## config.mk

```make
export PLATFORM = sky130hd
export DESIGN_NAME = decode_stage
export DESIGN_NICKNAME = d
export VERILOG_FILES = /design/src/rtl/carp_pkg.sv /design/src/rtl/imm_gen.sv /design/src/rtl/decode_stage.sv
export SDC_FILE = /design/constraint.sdc
export NUM_CORES = 1
export LEC_CHECK = 0
export BUFFER_PORTS_ARGS = -buffer_cell sky130_fd_sc_hd__buf_2
export CAP_MARGIN = 10
export CORE_ASPECT_RATIO = 0.8
export CORE_MARGIN = 3
export CORE_UTILIZATION = 30
export DETAILED_ROUTE_END_ITERATION = 10
export PLACE_DENSITY_LB_ADDON = 0.2
export SETUP_SLACK_MARGIN = 0.05
export SLEW_MARGIN = 25
export SYNTH_ARGS = -nofsm -noshare
export SYNTH_HDL_FRONTEND = slang
export SYNTH_SLANG_ARGS = --single-unit
export TNS_END_PERCENT = 20
```

## constraint.sdc

```tcl
create_clock -name CLK -period 1.6 [get_ports CLK]
set_input_delay 0.32 -clock CLK [delete_from_list [all_inputs] [get_ports CLK]]
set_output_delay 0.32 -clock CLK [all_outputs]
set_load 0.005 [all_outputs]
```

## src/rtl/carp_pkg.sv

```systemverilog
// Shared types for the CARP RV32I core: ALU control codes, major opcodes
// and immediate-format selects used by decode and its helpers.
package carp_pkg;

    typedef enum logic [3:0] {
        ALU_ADD    = 4'b0000,
        ALU_SLL    = 4'b0001,
        ALU_SLT    = 4'b0010,
        ALU_SLTU   = 4'b0011,
        ALU_XOR    = 4'b0100,
        ALU_SRL    = 4'b0101,
        ALU_OR     = 4'b0110,
        ALU_AND    = 4'b0111,
        ALU_SUB    = 4'b1000,
        ALU_COPY_A = 4'b1001,
        ALU_SRA    = 4'b1101
    } alu_ctrl_e;

    typedef logic [6:0] opcode_e;

    localparam opcode_e OPC_OP     = 7'b0110011;
    localparam opcode_e OPC_OP_IMM = 7'b0010011;
    localparam opcode_e OPC_LUI    = 7'b0110111;
    localparam opcode_e OPC_AUIPC  = 7'b0010111;
    localparam opcode_e OPC_LOAD   = 7'b0000011;
    localparam opcode_e OPC_STORE  = 7'b0100011;
    localparam opcode_e OPC_BRANCH = 7'b1100011;
    localparam opcode_e OPC_JAL    = 7'b1101111;
    localparam opcode_e OPC_JALR   = 7'b1100111;

    typedef enum logic [2:0] {
        IMM_I = 3'd0,
        IMM_S = 3'd1,
        IMM_B = 3'd2,
        IMM_U = 3'd3,
        IMM_J = 3'd4
    } imm_type_e;

endpackage

```

## src/rtl/imm_gen.sv

```systemverilog
// Immediate generator: extracts and sign-extends the RV32I I/S/B/U/J
// immediate from an instruction word. Purely combinational.
module imm_gen
    import carp_pkg::*;
(
    input  logic [31:0] instr,
    input  imm_type_e   sel,
    output logic [31:0] imm
);

    // Reassemble the scattered immediate fields for the selected format
    always_comb begin
        imm = 32'd0;
        case (sel)
            IMM_I: imm = {{20{instr[31]}}, instr[31:20]};
            IMM_S: imm = {{20{instr[31]}}, instr[31:25], instr[11:7]};
            IMM_B: imm = {{19{instr[31]}}, instr[31], instr[7], instr[30:25], instr[11:8], 1'b0};
            IMM_U: imm = {instr[31:12], 12'd0};
            IMM_J: imm = {{11{instr[31]}}, instr[31], instr[19:12], instr[20], instr[30:21], 1'b0};
            default: imm = 32'd0;
        endcase
    end

endmodule

```

## src/rtl/decode_stage.sv

```systemverilog
// CARP RV32I decode stage: decodes the fetched instruction into ALU control,
// bypassed operands and immediate, and holds the result in the ID/EX register
// under a valid/ready handshake.
module decode_stage
    import carp_pkg::*;
(
    input  logic        CLK,
    input  logic        RST,
    input  logic        IF_VALID,
    output logic        IF_READY,
    input  logic [31:0] IF_INSTR,
    input  logic [31:0] IF_PC,
    output logic [4:0]  RS1_ADDR,
    output logic [4:0]  RS2_ADDR,
    input  logic [31:0] RS1_DATA,
    input  logic [31:0] RS2_DATA,
    input  logic        WB_WE,
    input  logic [4:0]  WB_RD,
    input  logic [31:0] WB_DATA,
    input  logic        FLUSH,
    output logic        EX_VALID,
    input  logic        EX_READY,
    output logic [3:0]  EX_ALU_CTRL,
    output logic [31:0] EX_SRC_A,
    output logic [31:0] EX_SRC_B,
    output logic [31:0] EX_RS2_VAL,
    output logic [4:0]  EX_RD,
    output logic        EX_REG_WE,
    output logic [31:0] EX_PC,
    output logic        EX_BR,
    output logic [2:0]  EX_BR_F3,
    output logic        EX_ILLEGAL
);

    // ---- stage p0: combinational decode of IF_INSTR ----
    opcode_e     opcode_p0;
    logic [2:0]  funct3_p0;
    logic [6:0]  funct7_p0;
    logic [4:0]  rd_p0;
    logic [31:0] rs1_val_p0;
    logic [31:0] rs2_val_p0;
    imm_type_e   imm_sel_p0;
    logic [31:0] imm_p0;
    logic [3:0]  alu_p0;
    logic [31:0] src_a_p0;
    logic [31:0] src_b_p0;
    logic        reg_we_p0;
    logic        br_p0;
    logic        illegal_p0;
    logic        accept_p0;
    logic        transfer_p0;

    assign opcode_p0 = IF_INSTR[6:0];
    assign rd_p0     = IF_INSTR[11:7];
    assign funct3_p0 = IF_INSTR[14:12];
    assign funct7_p0 = IF_INSTR[31:25];
    assign RS1_ADDR  = IF_INSTR[19:15];
    assign RS2_ADDR  = IF_INSTR[24:20];

    assign IF_READY    = !EX_VALID || EX_READY;
    assign accept_p0   = IF_VALID && IF_READY;
    assign transfer_p0 = EX_VALID && EX_READY;

    // Immediate format depends only on the opcode, so it is selected outside
    // the decode block to keep imm_gen out of that block's dependency loop.
    assign imm_sel_p0 = (opcode_p0 == OPC_STORE)  ? IMM_S :
                        (opcode_p0 == OPC_BRANCH) ? IMM_B :
                        (opcode_p0 == OPC_JAL)    ? IMM_J :
                        (opcode_p0 == OPC_LUI || opcode_p0 == OPC_AUIPC) ? IMM_U :
                        IMM_I;

    imm_gen u_imm_gen (
        .instr (IF_INSTR),
        .sel   (imm_sel_p0),
        .imm   (imm_p0)
    );

    // x0 reads as zero; otherwise a matching writeback overrides the regfile
    assign rs1_val_p0 = (RS1_ADDR == 5'd0) ? 32'd0 :
                        (WB_WE && WB_RD == RS1_ADDR) ? WB_DATA : RS1_DATA;
    assign rs2_val_p0 = (RS2_ADDR == 5'd0) ? 32'd0 :
                        (WB_WE && WB_RD == RS2_ADDR) ? WB_DATA : RS2_DATA;

    // Decode opcode/funct fields into ALU control, operand selection and flags
    always_comb begin
        alu_p0     = ALU_ADD;
        src_a_p0   = rs1_val_p0;
        src_b_p0   = rs2_val_p0;
        reg_we_p0  = 1'b0;
        br_p0      = 1'b0;
        illegal_p0 = 1'b0;
        case (opcode_p0)
            OPC_OP: begin
                reg_we_p0 = 1'b1;
                if (funct7_p0 == 7'b0000000 ||
                    (funct7_p0 == 7'b0100000 && (funct3_p0 == 3'b000 || funct3_p0 == 3'b101)))
                    alu_p0 = {IF_INSTR[30], funct3_p0};
                else
                    illegal_p0 = 1'b1;
            end
            OPC_OP_IMM: begin
                reg_we_p0 = 1'b1;
                alu_p0    = {1'b0, funct3_p0};
                src_b_p0  = imm_p0;
                // Shift-immediates present the bare shift amount, not the
                // sign-extended field that also carries the funct7 bits.
                if (funct3_p0 == 3'b001) begin
                    src_b_p0 = {27'd0, IF_INSTR[24:20]};
                    if (funct7_p0 != 7'b0000000)
                        illegal_p0 = 1'b1;
                end else if (funct3_p0 == 3'b101) begin
                    src_b_p0 = {27'd0, IF_INSTR[24:20]};
                    if (funct7_p0 == 7'b0100000)
                        alu_p0 = ALU_SRA;
                    else if (funct7_p0 != 7'b0000000)
                        illegal_p0 = 1'b1;
                end
            end
            OPC_LUI: begin
                reg_we_p0 = 1'b1;
                alu_p0    = ALU_COPY_A;
                src_a_p0  = imm_p0;
                src_b_p0  = 32'd0;
            end
            OPC_AUIPC: begin
                reg_we_p0 = 1'b1;
                src_a_p0  = IF_PC;
                src_b_p0  = imm_p0;
            end
            OPC_LOAD: begin
                reg_we_p0 = 1'b1;
                src_b_p0  = imm_p0;
            end
            OPC_STORE: begin
                src_b_p0 = imm_p0;
            end
            OPC_JAL, OPC_JALR: begin
                reg_we_p0 = 1'b1;
                src_a_p0  = IF_PC;
                src_b_p0  = 32'd4;
            end
            OPC_BRANCH: begin
                br_p0 = 1'b1;
                case (funct3_p0)
                    3'b000, 3'b001: alu_p0 = ALU_SUB;
                    3'b100, 3'b101: alu_p0 = ALU_SLT;
                    3'b110, 3'b111: alu_p0 = ALU_SLTU;
                    default:        illegal_p0 = 1'b1;
                endcase
            end
            default: illegal_p0 = 1'b1;
        endcase
        if (illegal_p0) begin
            alu_p0    = ALU_ADD;
            reg_we_p0 = 1'b0;
            br_p0     = 1'b0;
        end
        if (rd_p0 == 5'd0)
            reg_we_p0 = 1'b0;
    end

    // ---- stage p1: ID/EX pipeline register ----
    // ID/EX register: reset clears everything, flush drops valid, accept loads
    always_ff @(posedge CLK) begin
        if (RST) begin
            EX_VALID    <= 1'b0;
            EX_ALU_CTRL <= 4'd0;
            EX_SRC_A    <= 32'd0;
            EX_SRC_B    <= 32'd0;
            EX_RS2_VAL  <= 32'd0;
            EX_RD       <= 5'd0;
            EX_REG_WE   <= 1'b0;
            EX_PC       <= 32'd0;
            EX_BR       <= 1'b0;
            EX_BR_F3    <= 3'd0;
            EX_ILLEGAL  <= 1'b0;
        end else if (FLUSH) begin
            EX_VALID <= 1'b0;
        end else if (accept_p0) begin
            EX_VALID    <= 1'b1;
            EX_ALU_CTRL <= alu_p0;
            EX_SRC_A    <= src_a_p0;
            EX_SRC_B    <= src_b_p0;
            EX_RS2_VAL  <= rs2_val_p0;
            EX_RD       <= rd_p0;
            EX_REG_WE   <= reg_we_p0;
            EX_PC       <= IF_PC;
            EX_BR       <= br_p0;
            EX_BR_F3    <= funct3_p0;
            EX_ILLEGAL  <= illegal_p0;
        end else if (transfer_p0) begin
            EX_VALID <= 1'b0;
        end
    end

endmodule

```

After elaboration in Yosys (flattened, before gate mapping). Index checks and enable logic that the tools add are counted.

Memory bits (writable): 0. Bits in latches: 0. Output and inout bits: 155. Memory bits (read-only): 0. Flip-flop bits (word level): 144. Memories kept: 0. Input bits: 171.

$add $sub $neg: 0. Magnitude comparators: 0. Multiplexer cells: 34. Multiply operators: 0. Equality and inequality tests: 21. Divide/modulo/power cells: 0. Shift operators: 0. Bitwise gates (word level): 1. Reduce and logical (&&, ||, !) cells: 29.

Operator list (number): two-way mux 32 bit (6); case mux 32 bit (5 select lines) (1); case mux 32 bit (4 select lines) (1); case mux 32 bit (2 select lines) (1); == test 7 x 6 -> 1 bit, second input constant (4); == test 7 bit, second input constant (3); two-way mux 4 bit (5); case mux 4 bit (4 select lines) (1); == test 3 bit, second input constant (5); zero test 5 bit (3); == test 7 x 5 -> 1 bit, second input constant (2); two-way mux 1 bit (13); case mux 4 bit (3 select lines) (1); OR reduction 6 bit (2); == test 5 bit (2); OR reduction 2 bit (5); two-way mux 3 bit (3); == test 7 x 2 -> 1 bit, second input constant (1); zero test 7 bit (1); nonzero test 7 bit (1); OR reduction 7 bit (1); == test 3 x 1 -> 1 bit, second input constant (2); == test 3 x 2 -> 1 bit, second input constant (2); zero test 3 bit (2); 9 further kinds (17).

Depth between registers and ports, before layout. Gate-level depths: netlist of the first run.

Depth after elaboration: 11. Mapped depth: 8. Gate-level depth less buffers: 5.

Hierarchy. Synthesis of the first run repeated with hierarchy kept, for this count alone.

Cell total of the unflattened synthesis: 1044. Area total of the unflattened synthesis: 8126.5 um^2.

By module, submodules not included: decode_stage (times used 1, cells an instance 950, area each 7586.0 um^2); imm_gen (times used 1, cells an instance 94, area each 540.5 um^2).

Worst setup path after synthesis of the first run. Ideal clock, no wire load.

Path type: input to register. Start: in IF_INSTR[6]. End: reg EX_SRC_B[22]. Setup slack: -0.151 ns. Data required time: 1.526 ns. Path buffers: 2. Stages: 7. Setup time: 0.074 ns. Data arrival time: 1.676 ns. Cell sequence: buf_6 -> or3b_4 -> nor2_4 -> a211oi_2 -> buf_6 -> or3_1 -> a31oi_1.

Longest elaborated chain between the ends: 11. Elaborated cells on any way between the ends: 24. Classes of those cells: eq/ne (12); mux (8); reduce/logical (4).

Ends and longest elaborated chain: start, declared (RTL line decode_stage.sv:11) `input logic [31:0] IF_INSTR,`; == test 7 x 6 -> 1 bit / == test 7 x 5 -> 1 bit (equally long branches) (RTL line decode_stage.sv:69, decode_stage.sv:92); logical OR 1 bit (RTL line decode_stage.sv:69) `(opcode_p0 == OPC_LUI || opcode_p0 == OPC_AUIPC) ? IMM_U :`; two-way mux 2 bit (RTL line decode_stage.sv:69); two-way mux 3 bit (RTL line decode_stage.sv:68) `(opcode_p0 == OPC_JAL) ? IMM_J :`; two-way mux 3 bit (RTL line decode_stage.sv:67) `(opcode_p0 == OPC_BRANCH) ? IMM_B :`; two-way mux 3 bit (RTL line decode_stage.sv:66) `assign imm_sel_p0 = (opcode_p0 == OPC_STORE) ? IMM_S :`; == test 3 bit, or another cell as far along (RTL line imm_gen.sv:14) `case (sel)`; case mux 32 bit (5 select lines) (RTL line imm_gen.sv:14); two-way mux 32 bit (RTL line decode_stage.sv:111) `end else if (funct3_p0 == 3'b101) begin`; two-way mux 32 bit (RTL line decode_stage.sv:107) `if (funct3_p0 == 3'b001) begin`; case mux 32 bit (4 select lines) (*) (RTL line decode_stage.sv:92) `case (opcode_p0)`; end signal, assigned (RTL line decode_stage.sv:183) `EX_SRC_B <= src_b_p0;`; end, declared (RTL line decode_stage.sv:25) `output logic [31:0] EX_SRC_B,`.

Every way passes the cells marked *; elsewhere a longest branch is shown, timed or not. A chain may end at the register's enable or synchronous reset.

Final worst setup path of the first run.
Start: reg EX_VALID. End: reg EX_SRC_B[0].

Longest elaborated chain between the ends: 4.

Ends and longest elaborated chain: start, declared (RTL line decode_stage.sv:21) `output logic EX_VALID,`; start signal, assigned (RTL line decode_stage.sv:166) `EX_VALID <= 1'b0;`; start signal, assigned (RTL line decode_stage.sv:178) `EX_VALID <= 1'b0;`; start signal, assigned (RTL line decode_stage.sv:180) `EX_VALID <= 1'b1;`; zero test 1 bit (RTL line decode_stage.sv:60) `assign IF_READY = !EX_VALID || EX_READY;`; logical OR 1 bit (RTL line decode_stage.sv:60); logical AND 1 bit (RTL line decode_stage.sv:61) `assign accept_p0 = IF_VALID && IF_READY;`; AND reduction 2 bit (no source line).

No other way between the ends.

==> reports/qor.txt, run 1 <==
Fmax - 563 MHz
Tcrit/Tclk final - 1.11
Worst flop-to-flop path startpoint - EX_VALID
Clk sink count - 144
Slowest cell on the critical path - or3_4
Area Growth Syn to Fin - 52.9%
Detail-routed via count per cell - 5.23
WL/cell - 20.6 um
Slew headroom - 0.435
Top Ports - 326
DRT Wirelength - 34.3 mm
Slew @ Worst Pin - 847 ps
Yosys top cell by area - dfxtp_1
FILL cells - 2529
FF-to-FF path depth - 6
Setup Viol. Count Final - 74
Post-synth EDFFs - 0
Die H - 149 um
Commonest cells in the netlist - dfxtp_1, nand2_1, a21oi_1
Antenna viol nets, final - 0
Final Hold Vio Count - 0
CP Cell Sequence - nor2b_4 > buf_6 > or3_4 > or3_4 > clkbuf_16 > o31ai_1
Layout Cells excl Fill - 1665
Seq/Total Area, Yosys - 0.377
Crit path capture - EX_SRC_B[0]
Worst reg2reg endpoint - EX_SRC_B[0]
H-tree depth - 4
CP startpoint kind - flop
Ys Warns - 0
#FFs+latches synth - 144
Peak supply drop - 0.694 mV
Grt total ovfl - 0
Antenna violations before repair - 5
Fraction of layout cells with a size suffix above 1 - 0.432
Main area contributors after synthesis - dfxtp_1, nand2_1, a21oi_1
Residual DRC - 0
CP top delay family - simple AND/OR/NAND/NOR gates
Setup TNS - -4750 ps
CP Launch Point - EX_VALID
Met3 Use GR - 0.0510
Post-synth top flop - dfxtp_1
Max cap viols - 0
Crit-path max cell delay - 420 ps
Die span in x - 184 um
Clock Skew - 7.76 ps
WHS Path Cells - 3
Vias in the first global route - 8342
HPWL after DPL - 26.1 mm
Crit path kind - reg2reg
Post-Syn Area - 7640 um^2
CP Max Fanout - 5
Clk buf depth - 2
Layout net count - 1504
GRT Util Overall - 0.239
Largest net degree at the start of global routing - 72
Async S/R FF share, synth - 0
Busiest grt layer - met2
Setup WS pre-CTS - -596 ps
Slew Viols, Final - 0
Initial Utilization - 0.309
Synth unique cells - 66
CP Buf/Inv Count - 2
Failing checks - setup timing
Yosys top cell area share - 0.377
Setup WS post-layout - -178 ps
Number of cells on the critical path - 6
Syn avg cell area - 8.04 um^2
R2R setup slack - -180 ps
WP data required - 1950 ps
Post-CTS Hold Buffers - 0
Leakage power - 5.24 nW
M1 GR Usage - 0.344
Via count - 8702
Post-Syn Nets - 1121
Most used cell along the critical path - or3_4
Placed cell count - 1618
CTS Root Buffer Type - clkbuf_16
Cell Pwr Density - 875 nW/um^2
Endpoint class of the critical path - flop
Most common cell in the synthesized netlist - dfxtp_1
Final Util - 0.473
CTS tree - built
Die Area - 27400 um^2
Total power - 10.2 mW
GR Layer Usage met2 - 0.355
Unrepaired setup endpoints after global routing - yes
DR iter-0 viols - 596
First-pass GRT wire length - 49.8 mm
Core Area - 24700 um^2
Syn Inst Count - 950
Tmin final - 1780 ps
Hold Path Class - in2reg
Worst EP arrival - 2130 ps
Row count - 51
Clock latency on the worst-skew pair - 440 ps
IO Port Bufs - 325
Clock Pin Slew Worst Setup and Hold Paths - 70 ps
Status - finished with violations
CTS Buf Count - 17
First-pass detailed-route iteration total - 5
Gpl congestion - 0.884
-- routing by layer --
layer / up-vias / share of wire / routed length (um)
met3: 37 / 0.068 / 2350
li1: 4234 / - / -
met4: 4 / 0.018 / 633
met5: - / 0.00041 / 14
met2: 336 / 0.44 / 15000
met1: 4091 / 0.48 / 16300
-- how the worst min path moves through the flow --
stage,endpoint,startpoint
finish,EX_PC[9],IF_PC[9]
CTS,EX_PC[23],IF_PC[23]
global route,EX_PC[8],IF_PC[8]
global placement,EX_ALU_CTRL[2],EX_ALU_CTRL[2]
floorplan,EX_ALU_CTRL[2],EX_ALU_CTRL[2]
detailed placement,EX_ALU_CTRL[2],EX_ALU_CTRL[2]
-- final cells by class --
cell class | instances | area [um^2] | area share
multi-input combinational | 700 | 4640 | 0.397
antenna | 1 | 2.50 | 0.000214
clock buffer | 20 | 447 | 0.0382
clock inverter | 12 | 184 | 0.0157
sequential | 144 | 2880 | 0.247
timing repair buffer | 465 | 3110 | 0.266
tap | 318 | 398 | 0.0340
inverter | 5 | 18.8 | 0.00161
-- placed cells by master, fill, tap and decap left out, types with 5 or more instances in the layout --
master,instances
buf_2,324
dfxtp_1,143
nand2_1,126
buf_4,104
a21oi_1,81
and3_1,55
a21boi_0,54
o21ai_0,51
nor2_1,48
o21ai_1,37
a211oi_1,31
buf_12,25
clkbuf_16,19
a221oi_2,15
a31oi_1,15
o31ai_1,13
or3_1,12
mux2i_1,11
nand3b_1,11
xor2_1,9
a21oi_2,9
a21o_1,8
buf_6,7
a211oi_2,6
a311oi_1,6
a22oi_1,6
o31ai_2,6
a221oi_4,5
a32oi_1,5
-- worst min-delay path, stage by stage --
cell     delay (ps)
buf_2           110
nand2_1          50
a21oi_1          50
-- sequential cells by signal, indices dropped and copies added (netlist names) --
signal,cells
EX_BR_F3,3
EX_REG_WE,1
EX_SRC_B,32
EX_ILLEGAL,1
EX_PC,32
EX_ALU_CTRL,4
EX_VALID,1
EX_SRC_A,32
EX_RD,5
EX_BR,1
EX_RS2_VAL,32
-- through the flow --
stage / instance area (um^2) / hold WS [ps]
floorplan: 7650 / 435
finish: 11700 / 139
detailed placement: 10400 / 431
global placement: 10400 / 425
CTS: 11500 / 123
global route: 11700 / 139
-- logic make-up (layout without fill, tap and decap cells) --
group | count (synthesis) | count (layout) | share of synthesized area
xor gates and xnor gates | 11 | 11 | 0.0126
AOI/OAI and AO/OA | 375 | 375 | 0.325
DFF | 144 | 144 | 0.377
muxes | 13 | 13 | 0.0172
and+or+nand+nor | 301 | 301 | 0.201
other | 0 | 1 | 0
buffers and inverters | 106 | 502 | 0.0671
-- where the power goes --
group          leakage [nW]  internal, mW  switching [mW]  total [mW]
combinational          3.76         0.880            1.06        1.94
clock                 0.301          2.67            1.74        4.41
sequential             1.18          3.78           0.102        3.88
total                  5.24          7.32            2.90        10.2
-- timing repair --
action	in CTS	in global routing
gates resized for setup	77	43
setup buffers	5	5
gates cloned	3	1
setup endpoints to repair	132	117
pin swaps	30	21
Note: power is estimated with default switching activity, not from simulation.
==> inputs of run 2 (changes only) <==
--- a/config.mk
+++ b/config.mk
@@ -9,7 +9,7 @@
 export CAP_MARGIN = 10
 export CORE_ASPECT_RATIO = 0.8
 export CORE_MARGIN = 3
-export CORE_UTILIZATION = 30
+export CORE_UTILIZATION = 44
 export DETAILED_ROUTE_END_ITERATION = 10
 export PLACE_DENSITY_LB_ADDON = 0.2
 export SETUP_SLACK_MARGIN = 0.05
==> reports/qor.txt, run 2 (same netlist as run 1, synthesis figures left out) <==
Die Area - 19000 um^2 (was 27400 um^2)
Crit path kind - reg2reg (unchanged)
Worst EP arrival - 2130 ps (about the same)
Leakage power - 5.19 nW (was 5.24 nW)
Final Hold Vio Count - 0 (unchanged)
Detail-routed via count per cell - 5.75 (was 5.23)
First-pass detailed-route iteration total - 5 (unchanged)
Fmax - 562 MHz (was 563 MHz)
IO Port Bufs - 325 (unchanged)
Clock Pin Slew Worst Setup and Hold Paths - 70 ps (about the same)
Grt total ovfl - 0 (unchanged)
HPWL after DPL - 23.7 mm (was 26.1 mm)
Commonest cells after routing, fill and taps aside - buf_2, dfxtp_1, nand2_1 (unchanged)
FILL cells - 1431 (was 2529)
DR iter-0 viols - 847 (was 596)
Vias in the first global route - 8164 (was 8342)
Gpl congestion - 0.954 (was 0.884)
WL/cell - 20.0 um (was 20.6 um)
Core Area - 16800 um^2 (was 24700 um^2)
Fraction of layout cells with a size suffix above 1 - 0.445 (was 0.432)
Residual DRC - 0 (unchanged)
CTS tree - built (unchanged)
Clk buf depth - 2 (unchanged)
Slowest cell on the critical path - or3_4 (unchanged)
H-tree depth - 4 (unchanged)
Setup Viol. Count Final - 72 (was 74)
CP startpoint kind - flop (unchanged)
Clock latency on the worst-skew pair - 420 ps (was 440 ps)
Clock Skew - 6.03 ps (was 7.76 ps)
WP data required - 1950 ps (about the same)
Final Cell Area - 11500 um^2 (was 11700 um^2)
CP Max Fanout - 7 (was 5)
CP Cell Sequence - nor2b_4 > or3_4 > buf_12 > nor4_4 > buf_4 > clkbuf_16 > o21ai_2 > a31oi_1 (was nor2b_4 > buf_6 > or3_4 > or3_4 > clkbuf_16 > o31ai_1)
Unrepaired setup endpoints after global routing - yes (unchanged)
Setup WS post-layout - -179 ps (was -178 ps)
Failing checks - setup timing (unchanged)
Tmin final - 1780 ps (about the same)
Slew Viols, Final - 0 (unchanged)
Cell Pwr Density - 840 nW/um^2 (was 875 nW/um^2)
Antenna violations before repair - 1 (was 5)
CTS Buf Count - 17 (unchanged)
Antenna viol nets, final - 0 (unchanged)
Hold Path Class - in2reg (unchanged)
Row count - 42 (was 51)
Placed cell areas - 10200 um^2 (was 10400 um^2)
Initial Utilization - 0.456 (was 0.309)
Layout net count - 1504 (unchanged)
CTS Root Buffer Type - clkbuf_16 (unchanged)
Endpoint class of the critical path - flop (unchanged)
First-pass GRT wire length - 45.6 mm (was 49.8 mm)
Die H - 124 um (was 149 um)
Via count - 9009 (was 8702)
GRT Util Overall - 0.307 (was 0.239)
Crit-path max cell delay - 400 ps (was 420 ps)
Slew @ Worst Pin - 789 ps (was 847 ps)
Area Growth Syn to Fin - 50.4% (was 52.9%)
Peak supply drop - 0.631 mV (was 0.694 mV)
Status - finished with violations (unchanged)
DRT Wirelength - 31.4 mm (was 34.3 mm)
Commonest non-fill, non-tap cell in the layout - buf_2 (unchanged)
Clk sink count - 144 (unchanged)
Max cap viols - 0 (unchanged)
R2R setup slack - -180 ps (about the same)
Final Util - 0.685 (was 0.473)
Top Ports - 326 (unchanged)
Largest net degree at the start of global routing - 71 (was 72)
Slew headroom - 0.474 (was 0.435)
Die span in x - 153 um (was 184 um)
Tcrit/Tclk final - 1.11 (about the same)
## run 2: what timing repair did
action,4_1_cts,5_1_grt
setup endpoints to repair,98,114
pin swaps,21,28
cloned,1,3
buffers inserted,6,4
hold buffers,0,0
gates resized for setup,68,63
## run 2: final timing paths
path	from	end	depth (start not counted)
min	IF_PC[3]	EX_PC[3]	3
max	EX_VALID	EX_SRC_B[20]	8
max reg2reg	EX_VALID	EX_SRC_B[20]	8
min reg2reg	EX_RS2_VAL[30]	EX_RS2_VAL[30]	2
## run 2: cell type report
class | count | area, um^2 | area share
Inverter | 5 | 18.8 | 0.00163
Multi-Input combinational cell | 700 | 4660 | 0.406
Sequential cell | 144 | 2880 | 0.251
Clock buffer | 17 | 425 | 0.0370
Timing Repair Buffer | 465 | 3080 | 0.268
Clock inverter | 15 | 140 | 0.0122
Antenna cell | 1 | 2.50 | 0.000218
Tap cell | 220 | 275 | 0.0240
## run 2: per-stage QoR
stage	hold slack, ps	TNS, ps	worst slack (ps)	instances	total power [mW]
5_1_grt	136	-9440	-262	1567	10.0
3_5_place_dp	434	-39050	-551	1520	5.67
3_3_place_gp	428	-37040	-493	1520	5.65
6_report	149	-4870	-179	1567	9.65
4_1_cts	132	-2980	-113	1559	9.56
2_1_floorplan	435	-10150	-147	950	4.72
## run 2: layer usage
layer | vias up | wire length (um) | track usage
li1 | 4240 | - | -
met1 | 4254 | 13500 | 0.426
met2 | 467 | 14100 | 0.476
met3 | 48 | 3050 | 0.0834
met4 | 0 | 699 | 0.0855
met5 | - | 0 | 0
## run 2: power by group
group          switching [mW]  total, mW  internal (mW)
Clock                    1.80       3.86           2.06
Sequential              0.106       3.88           3.78
Combinational            1.03       1.91          0.878
Total                    2.94       9.65           6.71
## run 2: critical path, delay by kind of cell, from the launching register on
kind | cells | cell delay (ps)
AO/OA/AOI/OAI | 2 | 200
flip-flops | 1 | 320
AND/OR/NAND/NOR | 3 | 650
buffers and inverters | 3 | 510
==> inputs of run 3 (changes only) <==
--- a/config.mk
+++ b/config.mk
@@ -11,6 +11,7 @@
 export CORE_MARGIN = 3
 export CORE_UTILIZATION = 44
 export DETAILED_ROUTE_END_ITERATION = 10
+export HOLD_SLACK_MARGIN = 0.15
 export PLACE_DENSITY_LB_ADDON = 0.2
 export SETUP_SLACK_MARGIN = 0.05
 export SLEW_MARGIN = 25
==> reports/qor.txt, run 3 (same netlist as run 1, synthesis figures left out) <==
Status - finished with violations (unchanged)
Failing checks - setup timing (unchanged)
Die span in x - 153 um (unchanged)
Antenna viol nets, final - 0 (unchanged)
Hold Path Class - in2reg (unchanged)
IO Port Bufs - 325 (unchanged)
Commonest cells after routing, fill and taps aside - buf_2, dfxtp_1, nand2_1 (unchanged)
Unrepaired setup endpoints after global routing - yes (unchanged)
Slew Viols, Final - 0 (unchanged)
H-tree depth - 4 (unchanged)
Gate power share - 0.201 (was 0.198)
Slew @ Worst Pin - 800 ps (was 789 ps)
WHS - 156 ps (was 149 ps)
Residual DRC - 0 (unchanged)
Slew headroom - 0.466 (was 0.474)
Setup WS post-layout - -183 ps (was -179 ps)
HPWL after DPL - 23.7 mm (unchanged)
Endpoint class of the critical path - flop (unchanged)
DR iter-0 viols - 854 (was 847)
First-pass detailed-route iteration total - 6 (was 5)
Area Growth Syn to Fin - 52.4% (was 50.4%)
Cell Pwr Density - 833 nW/um^2 (was 840 nW/um^2)
Commonest non-fill, non-tap cell in the layout - buf_2 (unchanged)
Fmax - 561 MHz (was 562 MHz)
Layout net count - 1519 (was 1504)
Largest net degree at the start of global routing - 71 (unchanged)
Antenna violations before repair - 1 (unchanged)
WP data required - 1950 ps (about the same)
Core Area - 16800 um^2 (unchanged)
Detail-routed via count per cell - 5.73 (was 5.75)
Clk sink count - 144 (unchanged)
GRT Util Overall - 0.310 (was 0.307)
Setup Viol. Count Final - 64 (was 72)
WL/cell - 20.1 um (was 20.0 um)
Clk buf depth - 2 (unchanged)
CP Max Fanout - 7 (unchanged)
First-pass GRT wire length - 46.0 mm (was 45.6 mm)
Leakage power - 5.25 nW (was 5.19 nW)
Die H - 124 um (unchanged)
CTS Root Buffer Type - clkbuf_16 (unchanged)
Gpl congestion - 0.954 (unchanged)
CP startpoint kind - flop (unchanged)
Crit path kind - reg2reg (unchanged)
Tcrit/Tclk final - 1.11 (about the same)
Vias in the first global route - 8261 (was 8164)
Final Hold Vio Count - 0 (unchanged)
Clock Skew - 7.98 ps (was 6.03 ps)
Fraction of layout cells with a size suffix above 1 - 0.442 (was 0.445)
Net Sw Frac - 0.306 (was 0.305)
Peak supply drop - 0.641 mV (was 0.631 mV)
FILL cells - 1403 (was 1431)
CTS tree - built (unchanged)
Clock latency on the worst-skew pair - 430 ps (was 420 ps)
CTS Buf Count - 17 (unchanged)
Total power - 9.70 mW (was 9.65 mW)
Row count - 42 (unchanged)
Top Ports - 326 (unchanged)
Grt total ovfl - 0 (unchanged)
DRT Wirelength - 31.8 mm (was 31.4 mm)
NetSw - 2.97 mW (was 2.94 mW)
Clock Pin Slew Worst Setup and Hold Paths - 70 ps (about the same)
Setup WS pre-CTS - -551 ps (unchanged)
Internal Pwr Total - 6.74 mW (was 6.71 mW)
Max cap viols - 0 (unchanged)
Sequential power share - 0.400 (was 0.402)
Die Area - 19000 um^2 (unchanged)
Via count - 9069 (was 9009)
Initial Utilization - 0.456 (unchanged)
Worst EP arrival - 2130 ps (about the same)
Clock power share - 0.398 (was 0.399)
Tmin final - 1780 ps (about the same)
[run 3: critical path, stage by stage (launching register included)]
cell and delay [ps]:
dfxtp_2 320, nor2b_4 120, or3_4 400, buf_12 160
nor4_4 130, buf_4 190, clkbuf_16 160, o21ai_1 60
a31oi_1 140
[run 3: timing repair]
item | 4_1_cts | 5_1_grt
endpoints found under the setup margin | 98 | 115
hold buffers | 15 | 0
setup buffers | 6 | 4
endpoints found under the hold margin | 15 | 0
cloned | 1 | 3
pin swaps | 21 | 28
gates resized for setup | 68 | 66
[run 3: cell type report]
cell class                 instances  area (um^2)  share of cell area
antenna                            1         2.50            0.000215
tap                              220          275              0.0236
inverter                           5         18.8             0.00161
sequential                       144         2880               0.248
clock inverter                    15          140              0.0120
multi-input combinational        700         4670               0.401
timing repair buffer             480         3230               0.278
clock buffer                      17          425              0.0365
[run 3: path summary, 6_finish.rpt]
kind / startpoint / slack, ps / end / depth (start not counted)
max: EX_VALID / -180 / EX_SRC_B[23] / 8
max reg2reg: EX_VALID / -180 / EX_SRC_B[23] / 8
min reg2reg: EX_RS2_VAL[30] / 450 / EX_RS2_VAL[30] / 2
min: IF_PC[29] / 160 / EX_PC[29] / 3
[run 3: power groups by stage]
| stage | clock network (mW) | logic [mW] | registers [mW] |
|---|---|---|---|
| after floorplan | 0 | 0.750 | 3.97 |
| after global placement | 0 | 1.70 | 3.95 |
| after detailed placement | 0 | 1.71 | 3.96 |
| after CTS | 3.88 | 1.83 | 3.88 |
| after global routing | 4.05 | 2.10 | 3.90 |
| final | 3.87 | 1.95 | 3.88 |
[run 3: routing by layer]
layer	vias up	global-route usage	share of wire
met4	0	0.0855	0.019
met1	4313	0.427	0.43
met2	441	0.483	0.46
li1	4275	-	-
met5	-	0	0
met3	40	0.0834	0.091
[run 3: per-stage QoR]
| step | std cells | utilization | setup TNS (ps) | area [um^2] |
|---|---|---|---|---|
| 3_5_place_dp | 1520 | 0.611 | -39050 | 10200 |
| 3_3_place_gp | 1520 | 0.611 | -37040 | 10200 |
| 5_1_grt | 1582 | 0.695 | -9570 | 11600 |
| 4_1_cts | 1574 | 0.675 | -2980 | 11300 |
| 2_1_floorplan | 950 | - | -10150 | 7650 |
| 6_report | 1582 | 0.695 | -4640 | 11600 |
